### src/rtl/bcd_pkg.sv
// Shared constants, state encoding and leading-zero blanking helper for the binary-to-BCD converter.
// The value word is {dp, overflow, digit5..digit0}.
package bcd_pkg;
    localparam int BIN_W          = 20;
    localparam int DIGITS         = 6;
    localparam int BCD_W          = 4 * DIGITS;
    localparam int VAL_W          = BCD_W + 2;
    localparam int CNT_W          = $clog2(BIN_W);
    localparam logic [BIN_W-1:0] MAX_VAL = BIN_W'(999999);
    localparam logic [3:0] BCD_BLANK = 4'hF;
    localparam int DP_BIT         = 25;
    localparam int OVF_BIT        = 24;
    // With the point shown, digits below this index stay visible so "0.000" keeps its zeros.
    localparam int DP_KEEP_DIGITS = 4;

    typedef enum logic [1:0] {IDLE, CONV, DONE} state_t;

    function automatic logic [BCD_W-1:0] blank_leading(input logic [BCD_W-1:0] bcd,
                                                       input logic dp);
        logic lead;
        blank_leading = bcd;
        lead = 1'b1;
        for (int i = DIGITS - 1; i > 0; i--) begin
            if (dp && (i < DP_KEEP_DIGITS)) lead = 1'b0;
            if (lead && (bcd[4*i +: 4] == 4'd0)) blank_leading[4*i +: 4] = BCD_BLANK;
            else lead = 1'b0;
        end
    endfunction
endpackage

### src/rtl/bcd_add3.sv
// Double-dabble digit corrector: adds 3 to a BCD digit that is 5 or more.
// Purely combinational; the >=5 test guarantees the result fits in 4 bits.
module bcd_add3 (
    input  logic [3:0] din,
    output logic [3:0] dout
);
    always_comb dout = (din >= 4'd5) ? din + 4'd3 : din;
endmodule

### src/rtl/bin_to_bcd_seq.sv
// Sequential double-dabble binary-to-BCD converter, one bit per clock, start/busy/done handshake.
// Optional LEADING_ZERO_BLANK_EN replaces leading zero digits with blank code 4'hF.
module bin_to_bcd_seq
    import bcd_pkg::*;
(
    input  logic             clk,
    input  logic             reset,
    input  logic             start,
    input  logic [BIN_W-1:0] bin_in,
    input  logic             dp_in,
    output logic             busy,
    output logic             done,
    output logic [VAL_W-1:0] value_out
);
    state_t           state_q, state_d;
    logic [BIN_W-1:0] bin_q, bin_d;
    logic [BCD_W-1:0] bcd_q, bcd_d;
    logic [CNT_W-1:0] cnt_q, cnt_d;
    logic             dp_q, dp_d;
    logic             ovf_q, ovf_d;
    logic             busy_q, busy_d;
    logic             done_q, done_d;
    logic [VAL_W-1:0] value_q, value_d;
    logic [BCD_W-1:0] adj;
    logic [BCD_W-1:0] digits;

    for (genvar g = 0; g < DIGITS; g++) begin : g_add3
        bcd_add3 u_add3 (
            .din  (bcd_q[4*g +: 4]),
            .dout (adj[4*g +: 4])
        );
    end

    // Overflow forces all nines; blanking never touches the overflow pattern.
    always_comb begin
        if (ovf_q) begin
            digits = {DIGITS{4'h9}};
        end else begin
`ifdef LEADING_ZERO_BLANK_EN
            digits = blank_leading(bcd_q, dp_q);
`else
            digits = bcd_q;
`endif
        end
    end

    always_comb begin
        state_d = state_q;
        bin_d   = bin_q;
        bcd_d   = bcd_q;
        cnt_d   = cnt_q;
        dp_d    = dp_q;
        ovf_d   = ovf_q;
        busy_d  = busy_q;
        done_d  = 1'b0;
        value_d = value_q;
        case (state_q)
            IDLE: begin
                if (start) begin
                    bin_d   = bin_in;
                    dp_d    = dp_in;
                    ovf_d   = (bin_in > MAX_VAL);
                    bcd_d   = '0;
                    cnt_d   = '0;
                    busy_d  = 1'b1;
                    state_d = CONV;
                end
            end
            CONV: begin
                {bcd_d, bin_d} = {adj[BCD_W-2:0], bin_q, 1'b0};
                cnt_d = cnt_q + CNT_W'(1);
                if (cnt_q == CNT_W'(BIN_W - 1)) state_d = DONE;
            end
            DONE: begin
                value_d          = '0;
                value_d[BCD_W-1:0] = digits;
                value_d[OVF_BIT] = ovf_q;
                value_d[DP_BIT]  = dp_q;
                done_d           = 1'b1;
                busy_d           = 1'b0;
                state_d          = IDLE;
            end
            default: state_d = IDLE;
        endcase
    end

    always_ff @(posedge clk or posedge reset) begin
        if (reset) begin
            state_q <= IDLE;
            bin_q   <= '0;
            bcd_q   <= '0;
            cnt_q   <= '0;
            dp_q    <= 1'b0;
            ovf_q   <= 1'b0;
            busy_q  <= 1'b0;
            done_q  <= 1'b0;
            value_q <= '0;
        end else begin
            state_q <= state_d;
            bin_q   <= bin_d;
            bcd_q   <= bcd_d;
            cnt_q   <= cnt_d;
            dp_q    <= dp_d;
            ovf_q   <= ovf_d;
            busy_q  <= busy_d;
            done_q  <= done_d;
            value_q <= value_d;
        end
    end

    assign busy      = busy_q;
    assign done      = done_q;
    assign value_out = value_q;
endmodule

### config.mk
export PLATFORM = sky130hd
export DESIGN_NAME = bin_to_bcd_seq
export DESIGN_NICKNAME = d
export VERILOG_FILES = /design/src/rtl/bcd_pkg.sv /design/src/rtl/bcd_add3.sv /design/src/rtl/bin_to_bcd_seq.sv
export SDC_FILE = /design/constraint.sdc
export NUM_CORES = 1
export LEC_CHECK = 0
export ABC_CLOCK_PERIOD_IN_PS = 8280
export CAP_MARGIN = 25
export CORE_MARGIN = 5
export CORE_UTILIZATION = 59
export CTS_CLUSTER_DIAMETER = 60
export DETAILED_ROUTE_END_ITERATION = 10
export GPL_TIMING_DRIVEN = 0
export HOLD_SLACK_MARGIN = 0.1
export PLACE_DENSITY_LB_ADDON = 0.12
export SYNTH_ARGS = -nofsm -noshare
export SYNTH_HDL_FRONTEND = slang
export SYNTH_HIERARCHICAL = 1
export SYNTH_SLANG_ARGS = --single-unit
### constraint.sdc
create_clock -name clk -period 8.28 [get_ports clk]
set_input_delay 2.484 -clock clk [delete_from_list [all_inputs] [get_ports clk]]
set_output_delay 2.484 -clock clk [all_outputs]
set_load 0.01 [all_outputs]
# Word level (Yosys, flattened, before mapping)
# Cells that the tools add are included.
[totals]
ff_bits = 81
in_bits = 24
output_inout_bits = 28
elab_cells = 54
[classes]
addsub = 7
magnitude_cmp = 7
n_eq_ne = 5
n_mux = 19
n_reduce_logical = 7
[ops]
columns = ["cell", "count"]
rows = [
  ["$mux 24", 2],
  ["$pmux 24 s2", 1],
  ["$pmux 20 s2", 1],
  ["$ge 4x3->1 const B", 6],
  ["$add 4x2->4 const B", 5],
  ["$gt 20x20->1 const B", 1],
  ["$mux 20", 1],
  ["$mux 4", 5],
  ["$pmux 5 s2", 1],
  ["$reduce_and 2->1", 4],
  ["$add 5x1->5 const B", 1],
  ["$eq 5x5->1 const B", 1],
  ["$mux 5", 1],
  ["$mux 2", 2],
  ["$ne 2x2->1 const B", 2],
  ["$pmux 2 s2", 1],
  ["$reduce_bool 2->1", 2],
  ["$add 3x2->3 const B", 1],
  ["$mux 3", 1],
  ["$eq 2x1->1 const B", 1],
  ["$eq 2x2->1 const B", 1],
  ["$logic_not 2->1", 1],
  ["$mux 1", 2],
  ["$pmux 1 s2", 1],
]

# Longest topological paths before layout
# Gate-level depths: netlist of run 1.
[depth]
ltp_word = 3
ltp_mapped = 7
ltp_nobuf = 7

# Hierarchy
# Netlist of run 1, hierarchy kept.
[modules_own_cells]
columns = ["module", "instances", "cells_each", "area_per_inst_um2", "seq_area_each_um2"]
rows = [
  ["bin_to_bcd_seq", 1, 351, 3367.0, 2026.9],
  ["bcd_add3", 6, 16, 101.3, 0.0],
]

# Worst setup path before layout of run 1
# No wires, ideal clock.
[synth_timing]
path_kind = "input to register"
from = "input port start"
to = "register ovf_q"
setup_time_ns = 0.103
t_arrival_ns = 3.366
required_time_ns = 8.177
setup_slack_ns = 4.810
stages = 4
path_buffers = 2
path_cell_list = "or3b_1 buf_2 buf_6 o41ai_2"
[synth_via]
elab_chain_cells = 1
[synth_lines]
columns = ["element", "line_no", "text"]
rows = [
  ["start, declared", "bin_to_bcd_seq.sv:8", "input logic start,"],
  ["$reduce_and 2->1 (no line)", "n/a", ""],
  ["end signal, assigned", "bin_to_bcd_seq.sv:104", "ovf_q <= ovf_d;"],
  ["end, declared", "bin_to_bcd_seq.sv:20", "logic ovf_q, ovf_d;"],
]
# No other way between the ends.
# A chain may end at the register's enable or synchronous reset.

# Final worst setup path of run 1
# Same ends and word-level chain as after synthesis.

==> impl_results.md, run 1 <==
- Hold Path Origin: bin_q[19]
- Die X: 91.88 um
- Routability cong.: 0.8365
- Hold-fix buffers, CTS: 0
- Hold path depth: 2
- Setup bufs post-CTS: 0
- Fin. Hold Viols: 0
- Post-route design area: 4781 um^2
- Clk sinks: 81
- Fmax: 262.6 MHz
- CP max FO: 10
- Layout Cells excl Fill: 588
- VDD IR-drop max: 0.1778 mV
- CTS Buf Count: 9
- RSZ-0062 raised after global routing: no
- Startpoint Class: primary input
- Least-Margin Pin Slew: 0.5563 ns
- Leading cell type in the layout, fill and taps excluded: nand2_1
- Pleak: 2.241 nW
- Slew HR: 62.91%
- Crit path launch: start
- Comb power frac: 43.0%
- Initial antenna violation count: 0
- GR Overflow Total: 0
- Synth Cell Area: 3955 um^2
- Placed Cells incl. Taps: 572
- Syn. warnings: 6
- NetSw: 0.6805 mW
- Initial core utilization: 61.58%
- Final Slew Violations: 0
- Worst R2R Path Depth: 6
- Total internal power: 1.067 mW
- Sw frac: 38.95%
- WL final: 8.540 mm
- Clock skew: 0.01029 ns
- Outcome: finished clean
- PortBufs: 51
- Dpl hpwl: 6.083 mm
- Clock Tree Buf Depth: 2
- Antenna viol nets, final: 0
- # rows: 29
- CP arrival: 4.04 ns
- Diode count: 0
- Most frequent cells in the layout: nand2_1, dfrtp_1, clkdlybuf4s50_1
- Fin Setup TNS: 0 ns
- Area of the die: 8441 um^2
- Worst-skew pair later-pin latency: 0.35 ns
- Worst EP required: 8.51 ns
- Top Ports: 52
- Tcrit/Tclk final: 45.99%
- Placed Instance Area: 4592 um^2
- Initial DRC count: 137
- Seq pwr share: 40.7%
- Flop-to-flop setup slack: 6.62 ns
- RR Startpoint: state_q[0]
- Endpoints failing setup: 0
- MaxCap Viol Count: 0
- Post-cts sizing count: 0
- Largest net degree at the start of global routing: 49
- 1st-pass router iterations: 4
- Clock Power Share: 16.3%
- First-pass GRT wire length: 14.62 mm
- Syn nets: 480
- Tot GR Track Use: 21.28%
- # H-tree levels: 3
- Power Density: 365.5 nW/um^2
- Number of global-route vias before repair: 3087
- Total Nets Final: 543
- Routed via count: 3283
- Syn avg cell area: 8.928 um^2
- Hold Crit Class: flip-flop to flip-flop
- Fraction of layout cells with a size suffix above 1: 5.871%
- CP Capture Type: flip-flop
- Die Ht: 91.88 um
- Fin util: 74.44%
- Reg clk slew, reported paths: 0.07 ns
- Layout area overhead: 20.88%
- DR DRC count: 0
- Core area: 6422 um^2
- Setup CP Type: primary input to flip-flop
- Final min period: 3.808 ns
- Mapped Cells: 443
- Number of vias per cell: 5.583
- CTS tree: built
- WL/cell: 14.52 um
- Root buffer selected by CTS: clkbuf_8
## registers in the layout, indices dropped and copies added (netlist names)
name and count:
busy 1, bin_q 20, state_q 2, ovf_q 1
dp_q 1, value_out 26, done 1, cnt_q 5
bcd_q 24
## stage by stage
stage	power, mW	setup slack, ns	hold slack (ns)
floorplan	1.198	3.716	0.4386
global placement	1.418	2.434	0.4473
detailed placement	1.468	4.122	0.4546
CTS	1.752	4.469	0.4732
global route	1.901	4.401	0.4883
finish	1.747	4.472	0.4748
## final cells by class
type | count | area, um^2
Clock buffer | 13 | 148.9
Inverter | 15 | 58.81
Clock inverter | 3 | 40.04
Timing Repair Buffer | 52 | 538.0
Multi-Input combinational cell | 320 | 1752
Buffer | 27 | 120.1
Fill cell | 499 | 1642
Sequential cell | 81 | 2027
Tap cell | 77 | 96.34
## worst max-delay path, stage by stage
cell             delay (ns)
clkdlybuf4s50_1        0.53
or3b_1                 0.37
buf_2                  0.15
buf_6                  0.15
o41ai_2                0.35
## final timing paths
kind	to
worst max-delay path	ovf_q
worst min-delay path	bcd_q[0]
worst max register to register	bcd_q[10]
worst min register to register	bcd_q[0]
max in group asynchronous	bin_q[19]
min in group asynchronous	value_out[15]
## power groups by stage
| stage | clock, mW | sequential (mW) | combinational, mW |
|---|---|---|---|
| 2_1_floorplan | 0 | 0.710 | 0.488 |
| 3_3_place_gp | 0 | 0.707 | 0.711 |
| 3_5_place_dp | 0 | 0.714 | 0.754 |
| 4_1_cts | 0.287 | 0.709 | 0.756 |
| 5_1_grt | 0.308 | 0.736 | 0.857 |
| 6_report | 0.285 | 0.711 | 0.751 |
## per-layer routing
metal,vias to the layer above,global-route usage (%),part of all wire (%)
li1,1598,-,-
met1,1586,28.17,44
met2,91,35.71,49
met3,8,2.946,5.9
met4,0,8.168,1.2
met5,-,0,0
Note: power is estimated with default switching activity, not from simulation.
==> inputs of run 2 (changes only) <==
ABC_CLOCK_PERIOD_IN_PS = 3100   (was 8280)
CORE_UTILIZATION = 50   (was 59)
clock period = 3.1 ns   (was 8.28 ns; I/O delays follow)
==> impl_results.md, run 2 (same netlist as run 1, synthesis figures left out) <==
- Outcome: finished clean (unchanged)
- Core area: 7727 um^2 (was 6422 um^2)
- Power Density: 980.7 nW/um^2 (was 365.5 nW/um^2)
- Tcrit/Tclk final: 71.00%
- Placed Instance Area: 4623 um^2 (was 4592 um^2)
- CP peak stage delay: 0.52 ns (was 0.53 ns)
- Final min period: 2.201 ns
- Fin util: 62.79% (was 74.44%)
- Delay-heaviest family, CP: buffers and inverters (unchanged)
- Number of vias per cell: 5.248 (was 5.583)
- Clock Tree Buf Depth: 2 (unchanged)
- Largest net degree at the start of global routing: 47 (was 49)
- Area of the die: 9789 um^2 (was 8441 um^2)
- Initial DRC count: 167 (was 137)
- # rows: 32 (was 29)
- Fmax: 454.3 MHz
- CTS tree: built (unchanged)
- Final Slew Violations: 0 (unchanged)
- Layout area overhead: 22.68% (was 20.88%)
- Dpl hpwl: 6.038 mm (was 6.083 mm)
- WL final: 8.511 mm (was 8.540 mm)
- Diode count: 0 (unchanged)
- Leading cell type in the layout, fill and taps excluded: nand2_1 (unchanged)
- Top Ports: 52 (unchanged)
- Setup bufs post-CTS: 0 (unchanged)
- # H-tree levels: 3 (unchanged)
- Root buffer selected by CTS: clkbuf_8 (unchanged)
- First-pass GRT wire length: 14.93 mm (was 14.62 mm)
- MaxCap Viol Count: 0 (unchanged)
- Fraction of layout cells with a size suffix above 1: 6.458% (was 5.871%)
- Post-cts sizing count: 0 (unchanged)
- PortBufs: 51 (unchanged)
- CP bufs+invs: 3 (unchanged)
- DR DRC count: 0 (unchanged)
- Antenna viol nets, final: 0 (unchanged)
- Slew HR: 64.28% (was 62.91%)
- Routed via count: 3217 (was 3283)
- Layout Cells excl Fill: 613 (was 588)
- CTS Buf Count: 9 (unchanged)
- Hold Crit Class: flip-flop to flip-flop (unchanged)
- Die X: 98.94 um (was 91.88 um)
- Startpoint Class: primary input (unchanged)
- Worst-skew pair later-pin latency: 0.35 ns (about the same)
- Most frequent cells in the layout: nand2_1, dfrtp_1, clkdlybuf4s50_1 (unchanged)
- CP Cell Sequence: clkdlybuf4s50_1 > or3b_1 > buf_2 > buf_6 > o41ai_2 (unchanged)
- Flop-to-flop setup slack: 1.45 ns (was 6.62 ns)
- Total Nets Final: 543 (unchanged)
- CP max FO: 10 (unchanged)
- Clk sinks: 81 (unchanged)
- Die Ht: 98.94 um (was 91.88 um)
- 1st-pass router iterations: 4 (unchanged)
- RSZ-0062 raised after global routing: no (unchanged)
- Endpoints failing setup: 0 (unchanged)
- Clock skew: 0.006005 ns (was 0.01029 ns)
- Hold-fix buffers, CTS: 0 (unchanged)
- Number of flip-flops in the largest register: 26 (unchanged)
- CP Capture Type: flip-flop (unchanged)
- Setup CP Type: primary input to flip-flop (unchanged)
- Fin. Hold Viols: 0 (unchanged)
- Post-route design area: 4852 um^2 (was 4781 um^2)
- Tot GR Track Use: 18.68% (was 21.28%)
- Pleak: 2.259 nW (was 2.241 nW)
- Initial core utilization: 51.18% (was 61.58%)
- Crit-path slowest cell: clkdlybuf4s50_1 (unchanged)
- Least-Margin Pin Slew: 0.5357 ns (was 0.5563 ns)
- GR Overflow Total: 0 (unchanged)
- VDD IR-drop max: 0.4312 mV (was 0.1778 mV)
- Routability cong.: 0.8331 (was 0.8365)
- Initial antenna violation count: 0 (unchanged)
- Placed Cells incl. Taps: 597 (was 572)
- Worst EP required: 3.35 ns (was 8.51 ns)
- Total chip power: 4.759 mW (was 1.747 mW)
- Reg clk slew, reported paths: 0.08 ns (was 0.07 ns)
- CP arrival: 2.45 ns (was 4.04 ns)
- WL/cell: 13.88 um (was 14.52 um)
- Number of global-route vias before repair: 3261 (was 3087)
[run 2: per-stage QoR]
stage               setup WS [ns]  TNS [ns]  hold slack [ns]
finish                     0.8989         0           0.4704
global route               0.8076         0           0.5028
CTS                        0.8871         0           0.4729
detailed placement         0.5419         0           0.4543
global placement           -1.266   -102.22           0.4473
floorplan                 0.08991         0           0.4386
[run 2: layer usage]
metal	wire [um]	vias to the layer above	track usage [%]
met5	0	-	0
met2	4097	81	31.20
met1	3843	1522	24.17
li1	-	1602	-
met3	427	12	3.468
met4	142	0	6.933
[run 2: cell type report]
cell class	instances	area (um^2)
sequential	81	2027
inverter	15	58.81
buffer	27	120.1
clock inverter	5	77.57
multi-input combinational	320	1752
fill	666	2875
timing repair buffer	52	538.0
tap	102	127.6
clock buffer	11	151.4
[run 2: tightest hold or removal path, cell delays in order (launching register included)]
cell     delay, ns
dfrtp_1       0.35
nand2_1       0.05
nand2_1       0.05
[run 2: power breakdown]
part / leakage [nW] / total [mW] / internal, mW / switching, mW
registers: 1.02 / 1.89 / 1.51 / 0.381
logic: 1.13 / 1.99 / 0.943 / 1.04
clock network: 0.115 / 0.880 / 0.495 / 0.385
total: 2.26 / 4.76 / 2.95 / 1.81
[run 2: worst paths after layout]
check | start | end | depth (start not counted)
setup / recovery | start | ovf_q | 5
hold / removal | bin_q[19] | bcd_q[0] | 2
setup reg to reg | state_q[1] | bcd_q[23] | 5
hold reg to reg | bin_q[19] | bcd_q[0] | 2
max in group asynchronous | reset | bcd_q[2] | 3
min in group asynchronous | reset | value_out[14] | 2
